$ cat src/rtl/cardinal_dmem_arbiter_if.sv
// Requester-side bundle of the dmem arbiter: per-requester request,
// lock, direction, address and write data in; one-hot grant/rvalid out.
interface cardinal_dmem_arbiter_if #(
   parameter int NREQ   = 4,
   parameter int ADDR_W = 8,
   parameter int DATA_W = 64
);
   logic [NREQ-1:0]        req;
   logic [NREQ-1:0]        lock;
   logic [NREQ-1:0]        wr;
   logic [NREQ*ADDR_W-1:0] addr;
   logic [NREQ*DATA_W-1:0] wdata;
   logic [NREQ-1:0]        gnt;
   logic [NREQ-1:0]        rvalid;
   logic [DATA_W-1:0]      rdata;

   modport master (
      output req, lock, wr, addr, wdata,
      input  gnt, rvalid, rdata
   );

   modport slave (
      input  req, lock, wr, addr, wdata,
      output gnt, rvalid, rdata
   );
endinterface

$ cat src/rtl/cardinal_dmem_arbiter.sv
// Round-robin dmem arbiter with bounded burst lock and tagged read return.
// Ports: clk, reset (async high), bus (requesters), memEn/memWrEn/memAddr/dmem_din/dmem_dout (dmem).
module cardinal_dmem_arbiter #(
   parameter int NREQ      = 4,
   parameter int ADDR_W    = 8,
   parameter int DATA_W    = 64,
   parameter int MAX_BURST = 4
) (
   input  logic                clk,
   input  logic                reset,
   cardinal_dmem_arbiter_if.slave bus,
   output logic                memEn,
   output logic                memWrEn,
   output logic [ADDR_W-1:0]   memAddr,
   output logic [DATA_W-1:0]   dmem_din,
   input  logic [DATA_W-1:0]   dmem_dout
);
   localparam int PW = (NREQ > 1) ? $clog2(NREQ) : 1;
   localparam int CW = $clog2(MAX_BURST + 1);

   logic [PW-1:0]   ptr_q, ptr_d;
   logic            own_vld_q, own_vld_d;
   logic [PW-1:0]   own_q, own_d;
   logic [CW-1:0]   cnt_q, cnt_d;
   logic [NREQ-1:0] rv_q, rv_d;

   logic            gvld;
   logic [PW-1:0]   gidx;
   logic [PW-1:0]   cand;
   logic [CW-1:0]   cnt_n;
   logic [NREQ-1:0] gnt_oh;

   // Grant selection: locked owner first, otherwise RR search from ptr.
   always_comb begin
      gvld = 1'b0;
      gidx = '0;
      cand = '0;
      if (own_vld_q && bus.req[own_q] && (cnt_q < CW'(MAX_BURST))) begin
         gvld = 1'b1;
         gidx = own_q;
      end else begin
         for (int k = 0; k < NREQ; k++) begin
            cand = PW'((int'(ptr_q) + k) % NREQ);
            if (!gvld && bus.req[cand]) begin
               gvld = 1'b1;
               gidx = cand;
            end
         end
      end
      // Grant is forced off while reset is held, even with requests present.
      if (reset) gvld = 1'b0;
   end

   always_comb begin
      gnt_oh   = '0;
      memWrEn  = 1'b0;
      memAddr  = '0;
      dmem_din = '0;
      if (gvld) gnt_oh[gidx] = 1'b1;
      for (int i = 0; i < NREQ; i++) begin
         if (gnt_oh[i]) begin
            memWrEn  = bus.wr[i];
            memAddr  = bus.addr[i*ADDR_W +: ADDR_W];
            dmem_din = bus.wdata[i*DATA_W +: DATA_W];
         end
      end
      memEn = gvld;
   end

   assign bus.gnt    = gnt_oh;
   assign bus.rvalid = rv_q;
   assign bus.rdata  = dmem_dout;

   always_comb begin
      ptr_d     = ptr_q;
      own_vld_d = 1'b0;
      own_d     = own_q;
      cnt_d     = '0;
      rv_d      = '0;
      cnt_n     = '0;
      if (gvld) begin
         ptr_d = (gidx == PW'(NREQ - 1)) ? '0 : gidx + 1'b1;
         if (bus.lock[gidx]) begin
            cnt_n = (own_vld_q && (own_q == gidx)) ? cnt_q + 1'b1 : CW'(1);
            // Hitting the cap releases the lock on this same edge.
            if (cnt_n != CW'(MAX_BURST)) begin
               own_vld_d = 1'b1;
               own_d     = gidx;
               cnt_d     = cnt_n;
            end
         end
         if (!bus.wr[gidx]) rv_d = gnt_oh;
      end
   end

   always_ff @(posedge clk or posedge reset) begin
      if (reset) begin
         ptr_q     <= '0;
         own_vld_q <= 1'b0;
         own_q     <= '0;
         cnt_q     <= '0;
         rv_q      <= '0;
      end else begin
         ptr_q     <= ptr_d;
         own_vld_q <= own_vld_d;
         own_q     <= own_d;
         cnt_q     <= cnt_d;
         rv_q      <= rv_d;
      end
   end
endmodule

$ cat src/flat_wrapper.sv
// flat-port wrapper written by rule: the top's interface ports become plain ports
module cardinal_dmem_arbiter_flat 
#(
   parameter int NREQ      = 4,
   parameter int ADDR_W    = 8,
   parameter int DATA_W    = 64,
   parameter int MAX_BURST = 4
)
  (clk, reset, memEn, memWrEn, memAddr, dmem_din, dmem_dout, bus_req, bus_lock, bus_wr, bus_addr, bus_wdata, bus_gnt, bus_rvalid, bus_rdata);
  cardinal_dmem_arbiter_if #(.NREQ(NREQ), .ADDR_W(ADDR_W), .DATA_W(DATA_W)) bus_i ();
  input  logic clk;
  input  logic reset;
  output logic memEn;
  output logic memWrEn;
  output logic [ADDR_W-1:0] memAddr;
  output logic [DATA_W-1:0] dmem_din;
  input  logic [DATA_W-1:0] dmem_dout;
  input wire logic [$bits(bus_i.req)-1:0] bus_req;
  input wire logic [$bits(bus_i.lock)-1:0] bus_lock;
  input wire logic [$bits(bus_i.wr)-1:0] bus_wr;
  input wire logic [$bits(bus_i.addr)-1:0] bus_addr;
  input wire logic [$bits(bus_i.wdata)-1:0] bus_wdata;
  output wire logic [$bits(bus_i.gnt)-1:0] bus_gnt;
  output wire logic [$bits(bus_i.rvalid)-1:0] bus_rvalid;
  output wire logic [$bits(bus_i.rdata)-1:0] bus_rdata;
  assign bus_i.req = bus_req;
  assign bus_i.lock = bus_lock;
  assign bus_i.wr = bus_wr;
  assign bus_i.addr = bus_addr;
  assign bus_i.wdata = bus_wdata;
  assign bus_gnt = bus_i.gnt;
  assign bus_rvalid = bus_i.rvalid;
  assign bus_rdata = bus_i.rdata;
  cardinal_dmem_arbiter #(.NREQ(NREQ), .ADDR_W(ADDR_W), .DATA_W(DATA_W), .MAX_BURST(MAX_BURST)) u_core (.clk(clk), .reset(reset), .bus(bus_i), .memEn(memEn), .memWrEn(memWrEn), .memAddr(memAddr), .dmem_din(dmem_din), .dmem_dout(dmem_dout));
endmodule
$ cat config.mk
export PLATFORM = sky130hd
export DESIGN_NAME = cardinal_dmem_arbiter_flat
export DESIGN_NICKNAME = d
export VERILOG_FILES = /design/src/rtl/cardinal_dmem_arbiter_if.sv /design/src/rtl/cardinal_dmem_arbiter.sv /design/src/flat_wrapper.sv
export SDC_FILE = /design/constraint.sdc
export NUM_CORES = 1
export LEC_CHECK = 0
export BUFFER_PORTS_ARGS = -buffer_cell sky130_fd_sc_hd__buf_2
export CORE_AREA = 2 2 201 203
export DETAILED_ROUTE_END_ITERATION = 7
export DIE_AREA = 0 0 203 205
export GPL_ROUTABILITY_DRIVEN = 0
export SYNTH_ARGS = -nofsm -noshare
export SYNTH_HDL_FRONTEND = slang
export SYNTH_SLANG_ARGS = --single-unit
$ cat constraint.sdc
create_clock -name clk -period 5 [get_ports clk]
set_clock_uncertainty 0.1 [all_clocks]
set_input_delay 0.25 -clock clk [delete_from_list [all_inputs] [get_ports clk]]
set_output_delay 0.25 -clock clk [all_outputs]
set_load 0.005 [all_outputs]
Word level (Yosys, flattened, before mapping)
Cells that the tools add are included.
W data, S select, Z words.
- memories: 0
- bits in writable memories: 0
- register bits: 12
- bits in latches: 0
- bits in read-only memories: 0
- word-level logic and storage cells: 85
- output and inout port bits: 146
- $lt $le $gt $ge: 8
- divide/modulo/power cells: 0
- equality and inequality tests: 3
- add/subtract/negate cells: 5
- shift-type cells: 0
- multiply operators: 0
- reduce and logical (&&, ||, !) cells: 11
- muxes and demuxes: 53
- bitwise operators: 0
- operators with widths (cell ; count):
    $mux W64 ; 4
    $mux W8 ; 4
    $mux W1 ; 24
    $lt A2 B3 Y1 const B ; 6
    $bmux W1 S2 ; 7
    $mux W2 ; 6
    $mux W3 ; 4
    $mux W4 ; 3
    $logic_and A1 B1 Y1 ; 7
    $add A2 B1 Y2 const B ; 2
    $add A2 B2 Y2 const B ; 2
    $add A3 B1 Y3 const B ; 1
    $logic_not A1 Y1 ; 3
    $lt A3 B3 Y1 const B ; 1
    $ne A3 B3 Y1 const B ; 1
    $reduce_and A3 Y1 ; 1
    $demux W1 S2 ; 1
    $eq A2 B2 Y1 ; 1
    $eq A2 B2 Y1 const B ; 1
    $ge A2 B1 Y1 const B ; 1

Longest topological paths before layout
Gate-level depths: netlist (run 1).
- word-level depth: 26
- depth in mapped cells: 15

Worst setup path after synthesis (run 1)
OpenSTA, ideal clock, no wires.
- path type: reg-to-output
- from: register u_core.own_q[0]
- to: output port dmem_din[43]
- setup slack: 1.673 ns
- stages on the path, launching flop included: 14
- arrival: 2.977 ns
- buffers on the path: 4
- cell sequence: dfrtp_1 -> buf_6 -> mux2i_1 -> or3b_4 -> nand2_2 -> mux2i_1 -> ha_1 -> clkbuf_1 -> buf_1 -> clkbuf_1 -> nand2_1 -> o21ai_0 -> mux2i_1 -> nor2_1
- longest elaborated chain between the ends: 14
- elaborated cells on any way between the ends: 17
- classes of those cells: order compare (2); mux (12); reduce/logical (3)
- RTL lines (element ; RTL line ; text):
    start, declared ; cardinal_dmem_arbiter.sv:23 ; logic [PW-1:0] own_q, own_d;
    start signal, assigned ; cardinal_dmem_arbiter.sv:106 ; own_q <= own_d;
    $bmux W1 S2 ; cardinal_dmem_arbiter.sv:38 ; if (own_vld_q && bus.req[own_q] && (cnt_q < CW'(MAX_BURST))) begin
    $mux W1 (implied by the code) ; cardinal_dmem_arbiter.sv:38 ;
    $logic_and A1 B1 Y1 (2 in a row) ; cardinal_dmem_arbiter.sv:38 ;
    $mux W2 ; cardinal_dmem_arbiter.sv:38 ;
    $lt A2 B3 Y1 (implied by the code) / $ge A2 B1 Y1 (equally long branches) ; cardinal_dmem_arbiter.sv:59 ; if (gvld) gnt_oh[gidx] = 1'b1;
    $logic_and A1 B1 Y1 (implied by the code) ; cardinal_dmem_arbiter.sv:59 ;
    $mux W1 (implied by the code) ; cardinal_dmem_arbiter.sv:59 ;
    $demux W1 S2 ; -- ;
    $mux W4 * ; cardinal_dmem_arbiter.sv:59 ;
    $mux W64 (3 in a row) ; cardinal_dmem_arbiter.sv:61 ; if (gnt_oh[i]) begin
    $mux W64 * ; cardinal_dmem_arbiter.sv:61 ;
    end, declared ; flat_wrapper.sv:16 ; output logic [DATA_W-1:0] dmem_din;
Every way passes the cells marked *; elsewhere a longest branch is shown, timed or not. The select of a mux whose other input is x is not followed.

Final worst setup path (run 1)
- from: register u_core.own_q[0]
- to: output port dmem_din[30]
- longest elaborated chain between the ends: 14
- elaborated cells on any way between the ends: 17
- classes of those cells: order compare (2); mux (12); reduce/logical (3)
- RTL lines (element ; RTL line ; text):
    $bmux W1 S2 ; cardinal_dmem_arbiter.sv:38 ;
    $mux W1 (implied by the code) ; cardinal_dmem_arbiter.sv:38 ;
    $logic_and A1 B1 Y1 (2 in a row) ; cardinal_dmem_arbiter.sv:38 ;
    $mux W2 * ; cardinal_dmem_arbiter.sv:38 ;
    via u_core.gidx[0] ; cardinal_dmem_arbiter.sv:28 ; logic [PW-1:0] gidx;
    $lt A2 B3 Y1 (implied by the code) / $ge A2 B1 Y1 (equally long branches) ; cardinal_dmem_arbiter.sv:59 ;
    $logic_and A1 B1 Y1 (implied by the code) ; cardinal_dmem_arbiter.sv:59 ;
    $mux W1 (implied by the code) ; cardinal_dmem_arbiter.sv:59 ;
    $demux W1 S2 * ; -- ;
    $mux W4 * ; cardinal_dmem_arbiter.sv:59 ;
    $mux W64 (3 in a row) ; cardinal_dmem_arbiter.sv:61 ;
    $mux W64 * ; cardinal_dmem_arbiter.sv:61 ;
Mark *: on every way through the listed nets, which the timed path passes. The rest lies on a longest branch. The select of a mux whose other input is x is not followed.

==> results.sh, run 1 <==
export IMPL_dr_pass1_iters=5
export IMPL_cts_tree="done"
export IMPL_clkSlewWorstSetupHoldPaths_ns=0.04
export IMPL_cp_end_kind="output port"
export IMPL_area_growth_pct=52.7
export IMPL_cp_data_required_time_ns=4.65
export IMPL_hp_class="primary input to flip-flop"
export IMPL_yosysTopAreaCellShare=0.192
export IMPL_drt_iter0_drc=414
export IMPL_final_layout_size_suffix_gt1_frac=0.414
export IMPL_fp_coreArea_mm2=0.0394
export IMPL_drc=0
export IMPL_rsz0062_at_grt="false"
export IMPL_grt_pass1_vias=5427
export IMPL_slew_limit_headroom=0.517
export IMPL_boundaryPins=512
export IMPL_synth_ff_type="dfrtp_1"
export IMPL_htree_levels=1
export IMPL_syn_nets=1085
export IMPL_clock_path_buffers=2
export IMPL_holdWs_ns=0.363
export IMPL_fp_dieW_um=203
export IMPL_via_per_inst=3.83
export IMPL_clock_root_buffer="clkbuf_16"
export IMPL_ctsResizeCount=0
export IMPL_rows=73
export IMPL_die_area_mm2=0.0416
export IMPL_p_leak_nw=3.08
export IMPL_antenna_found_initial=0
export IMPL_synth_area_leader_cell="mux2i_1"
export IMPL_powerDensity_mw_per_mm2=459
export IMPL_fmaxAchievable_mhz=246
export IMPL_use_met2=0.164
export IMPL_wire_per_inst_um=14.5
export IMPL_finalSetupViolCount=0
export IMPL_top_usage_layer="met2"
export IMPL_finalWirelength_um=22100
export IMPL_vdd_ir_drop_worst_v=0.000198
export IMPL_path_class="flip-flop to output port"
export IMPL_clkLatencyLatePin_ns=0.24
export IMPL_grt_pass1_wl_um=31100
export IMPL_tightest_slew_ns=0.725
export IMPL_fin_crit_sh=0.812
export IMPL_drtAntennaViolNets=0
export IMPL_fin_setup_tns_ns=0
export IMPL_hold_violations=0
export IMPL_synth_edff_count=0
export IMPL_yosysSeqAreaShare=0.0738
export IMPL_io_buffers=383
export IMPL_yosys_top_cells_area="mux2i_1, nor2_1, nand2_1, buf_4, a21oi_1"
export IMPL_initial_utilization=0.103
export IMPL_period_minus_slack_ns=4.06
export IMPL_syn_area_mm2=0.00407
export IMPL_cap_viol_max_count=0
export IMPL_p_total_w=0.00286
export IMPL_cts_sinks=12
export IMPL_use_met3=0.0162
export IMPL_yosysWarnings=0
export IMPL_synthCells=714
export IMPL_outcome="completed"
export IMPL_cts_buffers=3
export IMPL_grt_util_met1=0.121
export IMPL_ys_seq_elements=12
export IMPL_via_count=5803
export IMPL_track_usage=0.0960
export IMPL_cp_start_kind="flip-flop"
export IMPL_final_cell_mix="buf_2, nor2_1, nand2_1, a21oi_1, mux2i_1"
export IMPL_slew_violations=0
export IMPL_hpwl_um=18200
export IMPL_ys_types=33
export IMPL_async_reset_ff_frac=1.00
export IMPL_mostFrequentLayoutCell="buf_2"
export IMPL_grt_max_degree=79
export IMPL_postSynthAreaPerCell_um2=5.70
export IMPL_cp_arrival_ns=3.71
export IMPL_fin_nets=1363
export IMPL_chipHeight_um=205
export IMPL_grt_ovfl_total=0
export IMPL_worst_path_max_fanout=58
-- final timing paths --
kind                            startpoint               end  slack [ns]  cells past startpoint
max                        u_core.own_q[0]      dmem_din[30]        0.94                     13
min                            bus_lock[0]   u_core.own_q[0]        0.36                      4
max reg2reg                u_core.own_q[0]   u_core.own_q[1]        2.17                      7
min reg2reg                u_core.cnt_q[0]   u_core.cnt_q[0]        0.38                      1
max in group asynchronous            reset  u_core.own_vld_q        3.99                      3
min in group asynchronous            reset   u_core.cnt_q[2]        0.48                      3
-- cell type report --
class                           count  area, um^2
Sequential cell                    12         300
Timing Repair Buffer              396        2050
Antenna cell                        1        2.50
Clock buffer                        4        88.8
Inverter                            5        18.8
Tap cell                          525         657
Multi-Input combinational cell    574        3090
Fill cell                        4614       33200
-- critical path: stages (launching register included) --
cell,delay (ns)
dfrtp_1,0.45
mux2i_1,0.17
or3b_4,0.44
nand2_2,0.09
mux2i_1,0.08
buf_4,0.19
inv_1,0.16
ha_4,0.48
buf_4,0.54
a21oi_1,0.13
o21ai_0,0.34
mux2i_1,0.12
nor2_1,0.10
buf_2,0.13
-- metrics by stage --
step                cell area, um^2   util  cells  setup WS, ns
finish                         6220  0.158   1517         0.939
global route                   6210  0.158   1516         0.627
CTS                            6210  0.158   1516         0.897
detailed placement             6110  0.155   1511          1.16
global placement               6110  0.155   1511          1.17
floorplan                      4070      -    714          1.67
-- report_power, final --
group	switching [W]	internal, W
clock network	0.0000426	0.000121
logic	0.00153	0.00101
registers	0.0000274	0.000124
total	0.00160	0.00126
-- cell usage after synthesis, types with 2 or more instances --
library cell and number:
o21ai_0 73, and2_1 8, a22oi_1 4, a21oi_1 80
nand2b_1 3, buf_1 13, mux2i_1 78, nor2b_1 3
dfrtp_1 12, clkbuf_1 45, buf_4 64, inv_1 5
nand2_1 145, nor2_1 157, nor3_1 2, ha_1 5
-- cell families after synthesis --
logic type | after synthesis | synth area share
AO/OA/AOI/OAI | 162 | 0.214
XOR/XNOR | 2 | 0.00430
adder cells (fa/ha/maj) | 5 | 0.0154
buffers and inverters | 128 | 0.179
flip-flops | 12 | 0.0738
multiplexers | 80 | 0.198
AND/OR/NAND/NOR | 325 | 0.315
-- timing repair --
item	4_1_cts	5_1_grt
hold buffers	1	0
endpoints found under the hold margin	12	0
buffers inserted	0	0
-- registers in the layout, indices dropped and copies added (netlist names) --
name and flops:
u_core.bus.rvalid 4, u_core.cnt_q 3, u_core.own_q 2, u_core.ptr_q 2, u_core.own_vld_q 1
-- routing by layer --
metal,wire (um),part of all wire
met5,0,0
met4,716,0.032
met3,1700,0.077
met2,10600,0.48
met1,9060,0.41
(Power assumes the default switching activity.)
==> run 2, diff against run 1 <==
==> constraint.sdc (replaced) <==
create_clock -name clk -period 4.25 [get_ports clk]
set_clock_uncertainty 0.1 [all_clocks]
set_input_delay 0.2125 -clock clk [delete_from_list [all_inputs] [get_ports clk]]
set_output_delay 0.2125 -clock clk [all_outputs]
set_load 0.005 [all_outputs]
==> run 2 against run 1 <==
Power rose by 18%. Routed wire length fell by 1.4%. Die area did not move. Cell area rose by 0.48%. Combinational power rose by 19%. Global-route usage fell by 0.12 points. Via count fell by 0.83%. Sequential cell count did not move. Count of clock-buffer cells in the layout did not move. Worst setup slack got worse by 0.48 ns. Cell count did not move. Critical path type unchanged.
==> results.sh, run 2 (synthesized netlist as in run 1, its figures left out) <==
export IMPL_final_cell_mix="buf_2, nor2_1, nand2_1, a21oi_1, mux2i_1"
export IMPL_fp_dieW_um=203
export IMPL_fin_nets=1364
export IMPL_cp_data_required_time_ns=3.94
export IMPL_dp_slack_ns=0.694
export IMPL_via_count=5755
export IMPL_cp_start_kind="flip-flop"
export IMPL_grt_pass1_vias=5296
export IMPL_via_per_inst=3.79
export IMPL_finalSetupViolCount=0
export IMPL_dr_pass1_iters=5
export IMPL_die_area_mm2=0.0416
export IMPL_ctsResizeCount=0
export IMPL_slew_limit_headroom=0.574
export IMPL_fin_setup_tns_ns=0
export IMPL_worst_path_max_fanout=73
export IMPL_mostFrequentLayoutCell="buf_2"
export IMPL_cts_sinks=12
export IMPL_powerDensity_mw_per_mm2=541
export IMPL_io_buffers=383
export IMPL_rows=73
export IMPL_largest_reg_flops=4
export IMPL_cp_arrival_ns=3.48
export IMPL_slew_violations=0
export IMPL_drt_iter0_drc=358
export IMPL_clock_root_buffer="clkbuf_16"
export IMPL_drc=0
export IMPL_fmaxAchievable_mhz=264
export IMPL_antenna_found_initial=0
export IMPL_track_usage=0.0947
export IMPL_fp_coreArea_mm2=0.0394
export IMPL_grt_ovfl_total=0
export IMPL_drtAntennaViolNets=0
export IMPL_rsz0062_at_grt="false"
export IMPL_clkSlewWorstSetupHoldPaths_ns=0.04
export IMPL_ctsHoldBuffers=1
export IMPL_num_antenna_cells=0
export IMPL_initial_utilization=0.103
export IMPL_chipHeight_um=205
export IMPL_cts_buffers=3
export IMPL_hp_class="primary input to flip-flop"
export IMPL_cap_viol_max_count=0
export IMPL_post_cts_setup_buffers=0
export IMPL_clock_path_buffers=2
export IMPL_cts_tree="done"
export IMPL_area_growth_pct=53.5
export IMPL_boundaryPins=512
export IMPL_clkLatencyLatePin_ns=0.24
export IMPL_grt_max_degree=79
export IMPL_finalWirelength_um=21700
export IMPL_layout_setup_ws_ns=0.462
export IMPL_fin_crit_sh=0.891
export IMPL_cp_end_kind="output port"
export IMPL_hold_violations=0
export IMPL_p_leak_nw=3.09
export IMPL_outcome="completed"
export IMPL_tightest_slew_ns=0.639
export IMPL_final_layout_size_suffix_gt1_frac=0.414
export IMPL_hpwl_um=18000
export IMPL_wire_per_inst_um=14.3
export IMPL_htree_levels=1
export IMPL_path_class="flip-flop to output port"
export IMPL_vdd_ir_drop_worst_v=0.000314
export IMPL_period_minus_slack_ns=3.79
export IMPL_grt_pass1_wl_um=30600
-- run 2: cell count changes in the layout (fill, tap and decap cells not counted) --
cell	previous run	this run
buf_4	9	8
diode_2	1	0
buf_12	3	5
-- run 2: layout make-up --
type	count	area [um^2]
clock buffers	4	88.8
fillers	4601	33100
inverters	5	18.8
multi-input cells	574	3090
flip-flops and latches	12	300
well taps	525	657
repair buffers	397	2090
-- run 2: report_power, final --
part	internal [W]	switching, W	leakage, nW
sequential	0.000146	0.0000315	0.156
combinational	0.00121	0.00180	2.89
clock	0.000142	0.0000490	0.0442
-- run 2: worst paths after layout --
check	from	to	slack (ns)	cells past startpoint
worst max-delay path	u_core.own_q[0]	dmem_din[45]	0.46	12
worst min register to register	u_core.cnt_q[0]	u_core.cnt_q[0]	0.38	1
worst max register to register	u_core.own_q[0]	u_core.own_q[1]	1.44	7
max in group asynchronous	reset	u_core.bus.rvalid[3]	3.21	3
worst min-delay path	bus_lock[0]	u_core.own_q[0]	0.32	4
min in group asynchronous	reset	u_core.ptr_q[0]	0.48	3
-- run 2: through the flow --
stage | cells | hold WS (ns) | power, W | utilization | area (um^2)
2_1_floorplan | 714 | -0.0228 | 0.00212 | - | 4070
3_3_place_gp | 1512 | 0.162 | 0.00317 | 0.156 | 6150
3_5_place_dp | 1512 | 0.187 | 0.00322 | 0.156 | 6150
4_1_cts | 1517 | 0.308 | 0.00343 | 0.159 | 6250
5_1_grt | 1517 | 0.325 | 0.00379 | 0.159 | 6250
6_report | 1517 | 0.317 | 0.00338 | 0.159 | 6250
-- run 2: routing by layer --
metal | GRT usage | wire length [um]
met3 | 0.0154 | 1570
met5 | 0 | 0
met2 | 0.159 | 10300
met1 | 0.121 | 9030
met4 | 0.0368 | 834
-- run 2: worst max-delay path, stage by stage, from the launching register on --
cell and delay, ns:
dfrtp_1 0.46, mux2i_1 0.25, nor3_1 0.11, o31ai_4 0.61, inv_1 0.25, ha_4 0.34
buf_12 0.26, nor2_1 0.15, a21oi_1 0.05, o21ai_0 0.36, mux2i_1 0.13, nor2_1 0.11
buf_2 0.13
